`config.mk`:
```
export PLATFORM = sky130hd
export DESIGN_NAME = uart_frame_rx
export DESIGN_NICKNAME = d
export VERILOG_FILES = /design/src/rtl/uart_frame_rx.sv
export SDC_FILE = /design/constraint.sdc
export NUM_CORES = 1
export LEC_CHECK = 0
export BUFFER_PORTS_ARGS = -buffer_cell sky130_fd_sc_hd__buf_4
export CAP_MARGIN = 0
export CELL_PAD_IN_SITES_DETAIL_PLACEMENT = 1
export CELL_PAD_IN_SITES_GLOBAL_PLACEMENT = 1
export CORE_MARGIN = 3
export CORE_UTILIZATION = 49
export CTS_CLUSTER_DIAMETER = 100
export CTS_CLUSTER_SIZE = 28
export DETAILED_ROUTE_END_ITERATION = 10
export GPL_ROUTABILITY_DRIVEN = 1
export HOLD_SLACK_MARGIN = 0.05
export PLACE_DENSITY_LB_ADDON = 0.1
export SLEW_MARGIN = 5
export SYNTH_ARGS = -nofsm -noshare
export SYNTH_HDL_FRONTEND = slang
export SYNTH_SLANG_ARGS = --single-unit
```
`constraint.sdc`:
```
create_clock -name clk -period 2.9 [get_ports clk]
set_clock_uncertainty 0.15 [all_clocks]
set_input_delay 0.145 -clock clk [delete_from_list [all_inputs] [get_ports clk]]
set_output_delay 0.145 -clock clk [all_outputs]
set_load 0.01 [all_outputs]
```
`src/rtl/uart_frame_rx.sv`:
```
// 8N1 UART receiver that assembles FRAME_SIZE bytes into one frame, with the first byte in the MS byte.
// The frame is offered on a valid/ready handshake; framing, gap and overrun errors are one-cycle pulses.
//
// state     | meaning
// ----------+----------------------------------------------
// IDLE      | line idle, waiting for a falling edge on rxs
// START     | half-bit wait, then confirm the start bit
// DATA      | sampling DBITS data bits, LSB first
// STOP      | one bit-time wait, then check the stop bit
// WAIT_IDLE | framing error seen, wait for the line to go high
module uart_frame_rx #(
   parameter int CLKS_PER_BIT = 278,
   parameter int DBITS        = 8,
   parameter int FRAME_SIZE   = 4,
   parameter int GAP_BITS     = 20
) (
   input  logic                        clk,
   input  logic                        rst_n,
   input  logic                        rx,
   output logic [FRAME_SIZE*DBITS-1:0] frame_data,
   output logic                        frame_valid,
   input  logic                        frame_ready,
   output logic                        ferr,
   output logic                        gap_err,
   output logic                        overrun
);

   localparam int FW        = FRAME_SIZE * DBITS;
   localparam int TW        = $clog2(CLKS_PER_BIT);
   localparam int IW        = $clog2(FRAME_SIZE + 1);
   localparam int BW        = (DBITS > 1) ? $clog2(DBITS) : 1;
   localparam int GAP_LIMIT = GAP_BITS * CLKS_PER_BIT;
   localparam int GW        = $clog2(GAP_LIMIT + 1);

   // The timer counts down to zero inclusive, so loads are one less than the wanted interval.
   localparam logic [TW-1:0] HALF_LOAD = TW'(CLKS_PER_BIT / 2 - 1);
   localparam logic [TW-1:0] FULL_LOAD = TW'(CLKS_PER_BIT - 1);

   typedef enum logic [2:0] {
      S_IDLE,
      S_START,
      S_DATA,
      S_STOP,
      S_WAIT_IDLE
   } state_t;

   state_t            state, state_nxt;
   logic              rx_meta, rxs;
   logic [TW-1:0]     timer;
   logic [TW-1:0]     timer_val;
   logic              timer_ld;
   logic [BW-1:0]     bit_cnt;
   logic [DBITS-1:0]  shreg;
   logic [FW-1:0]     stage;
   logic [FW-1:0]     stage_nxt;
   logic [IW-1:0]     byte_idx;
   logic [GW-1:0]     gap_cnt;
   logic              start_det, sample_bit, byte_done, frame_err;
   logic              gap_run, gap_hit;

   always_ff @(posedge clk or negedge rst_n) begin
      if (!rst_n) begin
         rx_meta <= 1'b1;
         rxs     <= 1'b1;
      end else begin
         rx_meta <= rx;
         rxs     <= rx_meta;
      end
   end

   always_ff @(posedge clk or negedge rst_n) begin
      if (!rst_n) state <= S_IDLE;
      else        state <= state_nxt;
   end

   always_comb begin
      state_nxt  = state;
      timer_ld   = 1'b0;
      timer_val  = FULL_LOAD;
      start_det  = 1'b0;
      sample_bit = 1'b0;
      byte_done  = 1'b0;
      frame_err  = 1'b0;
      case (state)
         S_IDLE: begin
            if (!rxs) begin
               state_nxt = S_START;
               timer_ld  = 1'b1;
               timer_val = HALF_LOAD;
               start_det = 1'b1;
            end
         end
         S_START: begin
            if (timer == '0) begin
               if (rxs) begin
                  state_nxt = S_IDLE;
               end else begin
                  state_nxt = S_DATA;
                  timer_ld  = 1'b1;
               end
            end
         end
         S_DATA: begin
            if (timer == '0) begin
               sample_bit = 1'b1;
               timer_ld   = 1'b1;
               if (bit_cnt == BW'(DBITS - 1)) state_nxt = S_STOP;
            end
         end
         S_STOP: begin
            if (timer == '0) begin
               if (rxs) begin
                  byte_done = 1'b1;
                  state_nxt = S_IDLE;
               end else begin
                  frame_err = 1'b1;
                  state_nxt = S_WAIT_IDLE;
               end
            end
         end
         S_WAIT_IDLE: begin
            if (rxs) state_nxt = S_IDLE;
         end
         default: state_nxt = S_IDLE;
      endcase
   end

   always_ff @(posedge clk or negedge rst_n) begin
      if (!rst_n) begin
         timer   <= '0;
         bit_cnt <= '0;
         shreg   <= '0;
      end else begin
         if (timer_ld)           timer <= timer_val;
         else if (timer != '0)   timer <= timer - TW'(1);
         if (start_det)          bit_cnt <= '0;
         else if (sample_bit)    bit_cnt <= bit_cnt + BW'(1);
         if (sample_bit)         shreg <= {rxs, shreg[DBITS-1:1]};
      end
   end

   // A low rxs in IDLE is a start detection, which also clears the gap timer.
   assign gap_run   = (state == S_IDLE) && (byte_idx != '0) && rxs;
   assign gap_hit   = gap_run && (gap_cnt == GW'(GAP_LIMIT - 1));
   assign stage_nxt = {stage[FW-DBITS-1:0], shreg};

   always_ff @(posedge clk or negedge rst_n) begin
      if (!rst_n) begin
         gap_cnt <= '0;
      end else if (!gap_run || gap_hit) begin
         gap_cnt <= '0;
      end else begin
         gap_cnt <= gap_cnt + GW'(1);
      end
   end

   always_ff @(posedge clk or negedge rst_n) begin
      if (!rst_n) begin
         stage       <= '0;
         byte_idx    <= '0;
         frame_data  <= '0;
         frame_valid <= 1'b0;
         ferr        <= 1'b0;
         gap_err     <= 1'b0;
         overrun     <= 1'b0;
      end else begin
         ferr    <= frame_err;
         gap_err <= gap_hit;
         overrun <= 1'b0;
         if (frame_valid && frame_ready) frame_valid <= 1'b0;
         if (frame_err || gap_hit) begin
            stage    <= '0;
            byte_idx <= '0;
         end else if (byte_done) begin
            if (byte_idx == IW'(FRAME_SIZE - 1)) begin
               stage    <= '0;
               byte_idx <= '0;
               // A frame being consumed on this same edge frees the output register.
               if (!frame_valid || frame_ready) begin
                  frame_data  <= stage_nxt;
                  frame_valid <= 1'b1;
               end else begin
                  overrun <= 1'b1;
               end
            end else begin
               stage    <= stage_nxt;
               byte_idx <= byte_idx + IW'(1);
            end
         end
      end
   end

endmodule

```
; ---- Word level (Yosys, flattened, before mapping)
; Index checks and enable logic that the tools add are counted.
[word_totals]
regBits = 101
latchBits = 0
ram_bits = 0
mem_bits_ro = 0
in_bits = 4
elab_cells = 91
memories = 0
[classes]
addsub = 4
multipliers = 0
div = 0
order_cmp = 0
eq_ne = 13
shift = 0
mux = 41
n_bitwise = 1
reduce_logical = 18
[ops]
columns = op, n
row1 = 24-bit two-way mux, 3
row2 = 3-bit two-way mux, 12
row3 = 9-bit two-way mux, 4
row4 = 1-bit two-way mux, 18
row5 = 3-bit one-hot mux with 5 select lines, 1
row6 = 13-bit by 1-bit adder with 13-bit output (second input constant), 1
row7 = 13-bit equality test (second input constant), 1
row8 = 13-bit two-way mux, 1
row9 = 2-bit inequality test (second input constant), 6
row10 = 3-bit by 2-bit equality test with 1-bit output (second input constant), 3
row11 = 9-bit logical NOT, 1
row12 = 9-bit nonzero test, 1
row13 = 9-bit by 1-bit subtractor with 9-bit output (second input constant), 1
row14 = 3-bit by 1-bit adder with 3-bit output (second input constant), 2
row15 = 3-bit equality test (second input constant), 2
row16 = 6-bit AND reduction, 1
row17 = 2-bit nonzero test, 3
row18 = 1-bit logical AND, 4
row19 = 4-bit AND reduction, 1
row20 = 3-bit by 1-bit equality test with 1-bit output (second input constant), 1
row21 = 3-bit logical NOT, 1
row22 = 1-bit logical OR, 3
row23 = 1-bit one-hot mux with 3 select lines, 1
row24 = 3-bit nonzero test, 1
row25 = 3 further kinds, 4

; ---- Logic depth before layout (Yosys ltp)
; Gate-level depths: netlist of the first run.
[logic_depth]
word_depth = 7
ltp_mapped = 7
ltp_nobuf = 6

; ---- Worst setup path after synthesis of the first run
; No wires, ideal clock.
[synth_path]
kind = reg-to-reg
start = reg timer[0]
end = reg shreg[0]
setup_time_ns = 0.125
arrival_time_ns = 2.252
path_slack_ns = 0.374
path_stages_with_launch = 8
n_path_buf = 1
path_cell_list = dfrtp_1 inv_1 ha_1 or3b_2 nor4_4 and2_2 buf_4 mux2_2
[synth_between]
elab_chain_cells = 3
[synth_rtl]
columns = item, line
row1 = "start, declared", 49  ; logic [TW-1:0] timer;
row2 = "start signal, assigned", 134  ; if (timer_ld) timer <= timer_val;
row3 = "start signal, assigned", 135  ; else if (timer != '0) timer <= timer - TW'(1);
row4 = 9-bit logical NOT, 104  ; if (timer == '0) begin
row5 = 1-bit two-way mux, 104
row6 = 1-bit two-way mux, 84  ; case (state)
row7 = "end signal, assigned", 138  ; if (sample_bit) shreg <= {rxs, shreg[DBITS-1:1]};
row8 = "end, declared", 53  ; logic [DBITS-1:0] shreg;
; Every way passes these cells.
; A chain may end at the register's enable or synchronous reset.

; ---- Worst setup path in the final report of the first run
[layout_path]
start = reg timer[0]
end = reg frame_data[20]
[layout_between]
elab_chain_cells = 6
[layout_rtl]
columns = item, line
row1 = 9-bit logical NOT *, 111  ; if (timer == '0) begin
row2 = 1-bit two-way mux, 111
row3 = 1-bit two-way mux, 84
row4 = 1-bit logical OR, 171  ; if (frame_err || gap_hit) begin
row5 = 1-bit NOT (no source line), n/a
row6 = 4-bit AND reduction (no source line) *, n/a
row7 = "end signal, assigned", 180  ; frame_data <= stage_nxt;
row8 = "end, declared", 20  ; output logic [FRAME_SIZE*DBITS-1:0] frame_data,
; Every way passes the cells marked *; elsewhere a longest branch is shown, timed or not.

==> results of run 1 <==
final cells by class:
cell class                 instances  area [sq um]
fill                             848          3460
sequential                       101          2530
multi-input combinational        198          1718
timing repair buffer              52         410.4
tap                              105         131.4
clock buffer                      10         127.6
clock inverter                     6         53.80
inverter                           9         33.78
sequential cells by signal, summed over array words and instances, names as in the netlist:
register	cells
frame_valid	1
overrun	1
bit_cnt	3
stage	24
gap_cnt	13
timer	9
frame_data	32
rxs	1
shreg	8
rx_meta	1
ferr	1
byte_idx	3
gap_err	1
state	3
logic make-up (layout without fill, tap and decap cells):
| logic type | Yosys count | in the layout | share of synthesized area, % |
|---|---|---|---|
| flops | 101 | 101 | 57.71 |
| simple gates | 84 | 84 | 11.27 |
| compound gates | 50 | 50 | 9.304 |
| mux | 45 | 45 | 14.04 |
| buf+inv | 23 | 77 | 3.367 |
| xor+xnor | 13 | 13 | 2.597 |
| fa+ha+maj | 6 | 6 | 1.712 |
routing by layer:
metal / GRT usage (%) / up-vias / wire length [microns] / part of all wire (%)
li1: - / 1264 / - / -
met1: 25.82 / 1376 / 4020 / 48
met2: 27.59 / 47 / 3961 / 47
met3: 3.945 / 12 / 274 / 3.3
met4: 6.218 / 0 / 127 / 1.5
met5: 0 / - / 0 / 0
cells in the final DEF (no fill, tap or decap), types with 5 or more instances in the layout:
master	instances
a22o_1	7
a22o_2	18
buf_4	48
clkbuf_8	9
dfrtp_1	99
ha_1	6
inv_1	9
mux2_2	12
mux2_4	30
nand2_1	12
nand2b_1	5
nand3_1	11
nor2_1	19
nor3_1	11
o21ai_0	7
xnor2_1	10
power groups by stage:
stage	clock [mW]	combinational, mW	sequential (mW)
final	0.823	0.0390	1.41
after global routing	0.927	0.0465	1.41
after CTS	0.863	0.0417	1.41
after detailed placement	0	0.0386	1.44
after global placement	0	0.0377	1.44
after floorplan	0	0.00586	1.44
critical path, cell delays in order (launching register included):
cell and delay (ns):
dfrtp_1 0.42, inv_1 0.09, ha_1 0.21, or3b_2 0.54
nor4_4 0.31, buf_4 0.18, nand4b_4 0.12, buf_12 0.23
mux2_4 0.32
metrics by stage:
step,setup WS (ns),cells,total power [mW]
after floorplan,0.3736,322,1.444
after global placement,0.2234,459,1.478
after detailed placement,0.1685,459,1.479
after CTS,0.1465,478,2.318
after global routing,0.08606,481,2.388
final,0.2161,481,2.275
worst paths after layout:
| check | startpoint | to | slack [ns] |
|---|---|---|---|
| min in group asynchronous | rst_n | gap_cnt[7] | 0.34 |
| worst max register to register | timer[0] | frame_data[20] | 0.22 |
| worst min-delay path | rx_meta | rxs | 0.21 |
| worst min register to register | rx_meta | rxs | 0.21 |
| max in group asynchronous | rst_n | stage[10] | 1.48 |
| worst max-delay path | timer[0] | frame_data[20] | 0.22 |
repair_timing:
item,in CTS,in global routing
hold endpoints to repair,79,0
endpoints found under the setup margin,0,23
hold buffers,3,0
buffers inserted,0,3
resized for setup,0,1
==> results.toml, run 1 <==
[place]
hpwl_mm = 5.789
place_area_sq_um = 4760
port_buffers = 39
place_congestion = 0.7633

[clocking]
cts-htree-levels = 3
cts_max_path_buffers = 2
cts_sinks = 101
clk_pin_slew_ns = 0.09
cts_buffers = 9
cts_tree = "done"
root_buffer = "clkbuf_8"
clk_latency_ns = 0.36

[detailed_routing]
drcViolationCount = 0
routed_wl_mm = 8.384
dr.pass1.iters = 4
drtIter0Drc = 108
vias = 2699
wire_per_inst_microns = 17.43
antenna_left = 0
viasPerCell = 5.611

[die]
rows = 33
die_x_microns = 100.6
core_sq_um = 8464
dieArea_sq_um = 10120
ios = 40
start_util_pct = 51.80
die_y_microns = 100.6

[logic_synthesis]
netlist.area_leader.share_pct = 56.51
synth_most_common_cell = "dfrtp_1"
synth_top_flop_cell = "dfrtp_1"
synth_edf_count = 0
synth-async-reset-ratio_pct = 100.0
syn_avg_cell_area_sq_um = 13.62
synthTopCellsByArea = "dfrtp_1, mux2_4, a22o_2"
ys_warn_count = 0
synth_area_leader_cell = "dfrtp_1"
postSynthCellCount = 322
synth_nets = 332
ys_types = 47
ys_ff_latch = 101
syn_area_sq_um = 4384
seq_area_frac_synth_pct = 57.71
synth_common_cells = "dfrtp_1, mux2_4, nor2_1, a22o_2"

[finish]
layout.nets = 381
stdcell_area_sq_um = 5005
diodes = 0
drive_gt1_share_pct = 35.64
syn2layout_area_growth_pct = 14.16
post-route-util_pct = 59.13

[grt]
grt_start_max_net_pins = 81
grt_pass1_vias = 2836
grt_overflow = 0
antenna_found_initial = 0
grt_pass1_wl_mm = 14.48
track_usage_pct = 18.13

[min_path]
hold_path.class = "register to register"
min_path_cells = 0

[run_status]
status = "completed"

[power_and_ir_drop]
power_density_nw_per_um2 = 454.5
peakVddDrop_mv = 0.2288
combPwrFrac_pct = 1.7
clkPwrFrac_pct = 36.2
power.net_switching_mw = 0.5278
leakage_nw = 2.488
power_frac_seq_pct = 62.1
switching_share_pct = 23.20
p_int_mw = 1.747

[sta]
setup_violations = 0
max_freq_ghz = 0.3726
rsz0062_at_grt = "false"
worst_pin_slew_ns = 0.9711
slew_headroom_pct = 35.26
fin_tns_setup_ns = 0
hold_violations = 0
drv_slew = 0
fin_crit_sh_pct = 92.55
whs_ns = 0.2121
fin_crit_ns = 2.684

[setup_path]
crit_arrival_ns = 2.78
crit_type = "register to register"
critPathMaxFanout = 32
required_ns = 3.00
cp-start-kind = "register"
critPathCaptureType = "register"
reg2regPathDepth = 8

[job]
max_cap_viol_count = 0
Power figures use the tool's default switching activity.
==> run 2: changes to the inputs <==
--- a/config.mk
+++ b/config.mk
@@ -5,15 +5,15 @@
 export SDC_FILE = /design/constraint.sdc
 export NUM_CORES = 1
 export LEC_CHECK = 0
-export BUFFER_PORTS_ARGS = -buffer_cell sky130_fd_sc_hd__buf_4
 export CAP_MARGIN = 0
 export CELL_PAD_IN_SITES_DETAIL_PLACEMENT = 1
 export CELL_PAD_IN_SITES_GLOBAL_PLACEMENT = 1
 export CORE_MARGIN = 3
-export CORE_UTILIZATION = 49
+export CORE_UTILIZATION = 52
 export CTS_CLUSTER_DIAMETER = 100
 export CTS_CLUSTER_SIZE = 28
 export DETAILED_ROUTE_END_ITERATION = 10
+export DONT_BUFFER_PORTS = 1
 export GPL_ROUTABILITY_DRIVEN = 1
 export HOLD_SLACK_MARGIN = 0.05
 export PLACE_DENSITY_LB_ADDON = 0.1
==> run 2 against run 1 <==
Final cell count fell by 9.6%. Sequential cell count did not move. Hold slack got worse by 0.049 ns. Power rose by 0.26%. Fmax rose by 0.54%. Utilization fell by 0.13 points. Global-route usage fell by 0.47 points. Worst setup slack improved by 0.014 ns. Register-to-register slack barely moved. Sequential power barely moved. Design area fell by 6.1%. Largest cell class unchanged. Highest routed layer unchanged.
==> results.toml, run 2 (synthesized netlist as in run 1, its figures left out) <==
[sta]
setup_violations = 0
hold_violations = 0
fin_crit_sh_pct = 92.05
drv_slew = 0
fin_crit_ns = 2.669
slew_headroom_pct = 24.94
fin_tns_setup_ns = 0
worst_pin_slew_ns = 1.125
rsz0062_at_grt = "false"
max_freq_ghz = 0.3746
fin_ws_ns = 0.2305

[clocking]
clk_latency_ns = 0.36
cts_resized = 0
cts_max_path_buffers = 2
cts_tree = "done"
root_buffer = "clkbuf_8"
clk_pin_slew_ns = 0.10
cts_sinks = 101
cts-htree-levels = 3
cts_buffers = 9

[detailed_routing]
vias = 2508
wire_per_inst_microns = 18.41
viasPerCell = 5.766
antenna_left = 0
routed_wl_mm = 8.009
drtIter0Drc = 99
dr.pass1.iters = 4
drcViolationCount = 0

[place]
hpwl_mm = 5.267
post-place-ws_ns = 0.1526
place_congestion = 0.8025
port_buffers = 0
place_area_sq_um = 4453

[finish]
largest_reg_flops = 32
stdcell_area_sq_um = 4701
layout.nets = 338
drive_gt1_share_pct = 27.33
reg.largest.list = "frame_data x32, stage x24, gap_cnt x13"
diodes = 0
layout_commonest_cell = "dfrtp_1"
syn2layout_area_growth_pct = 7.220
top_register = "frame_data"
mostFrequentLayoutCells = "dfrtp_1, mux2_4, nor2_1, a22o_2"
fillers = 767
post-route-util_pct = 59.00

[setup_path]
critPathCaptureType = "register"
required_ns = 3.01
reg2regPathDepth = 7
critPathMaxFanout = 11
crit_type = "register to register"
cp-start-kind = "register"
crit_arrival_ns = 2.78

[grt]
antenna_found_initial = 0
grt_overflow = 0
track_usage_pct = 17.66
grt_pass1_vias = 2605
grt_pass1_wl_mm = 13.67
grt_start_max_net_pins = 102

[die]
ios = 40
die_x_microns = 97.82
core_sq_um = 7968
rows = 32
start_util_pct = 55.03
dieArea_sq_um = 9569
die_y_microns = 97.82

[power_and_ir_drop]
leakage_nw = 2.268
finalPower_mw = 2.281
power_density_nw_per_um2 = 485.2
peakVddDrop_mv = 0.2642

[job]
max_cap_viol_count = 0

[min_path]
hold_path.class = "primary input to register"
min_path_cells = 1

[run_status]
status = "completed"
-- run 2: cell count changes in the layout (fill, tap and decap cells not counted) --
cell,before,now
buf_4,48,3
clkinv_4,2,4
a2bb2oi_2,0,1
a2bb2oi_4,1,0
buf_12,1,2
buf_16,0,1
clkinvlp_4,1,0
inv_6,2,1
-- run 2: worst max-delay path, cell delays in order, from the launching register on --
cell and delay [ns]:
dfrtp_1 0.42, inv_1 0.09, ha_1 0.21, or3b_2 0.55, nor4_4 0.27, buf_4 0.19
and2_2 0.31, mux2_2 0.37
-- run 2: path summary, 6_finish.rpt --
check | start | end | slack (ns)
max in group asynchronous | rst_n | rxs | 1.95
min | rx | rx_meta | 0.16
max reg2reg | timer[0] | shreg[3] | 0.23
max | timer[0] | shreg[3] | 0.23
min in group asynchronous | rst_n | byte_idx[1] | 0.23
min reg2reg | rx_meta | rxs | 0.21
-- run 2: per-layer routing --
layer | vias to the layer above | global-route usage (%) | part of all wire, %
met1 | 1270 | 25.16 | 48
met2 | 49 | 26.23 | 47
met5 | - | 0 | 0
li1 | 1180 | - | -
met3 | 9 | 5.786 | 4.5
met4 | 0 | 4.579 | 1.1
-- run 2: report_power, final --
part / leakage [nW] / internal [mW] / switching [mW] / total, mW
Clock: 0.0929 / 0.328 / 0.502 / 0.830
Combinational: 0.795 / 0.00910 / 0.0294 / 0.0385
Sequential: 1.38 / 1.41 / 0.00254 / 1.41
Total: 2.27 / 1.75 / 0.534 / 2.28
-- run 2: area by class of cell --
class / instances / area (sq um) / share of cell area [%]
Multi-Input combinational cell: 198 / 1707 / 36.31
Sequential cell: 101 / 2530 / 53.82
Tap cell: 102 / 127.6 / 2.715
Inverter: 9 / 33.78 / 0.7187
Clock inverter: 6 / 55.05 / 1.171
Clock buffer: 10 / 127.6 / 2.715
Timing Repair Buffer: 9 / 120.1 / 2.555
-- run 2: timing repair --
item	in CTS	in global routing
buffers inserted	0	1
hold buffers	4	0
endpoints found under the setup margin	0	28
endpoints found under the hold margin	104	0
-- run 2: per-stage QoR --
stage          hold slack [ns]  cells
2_1_floorplan          -0.3006    322
3_3_place_gp           -0.2974    414
3_5_place_dp           -0.2969    414
4_1_cts                 0.1391    434
5_1_grt                 0.1472    435
6_report                0.1628    435
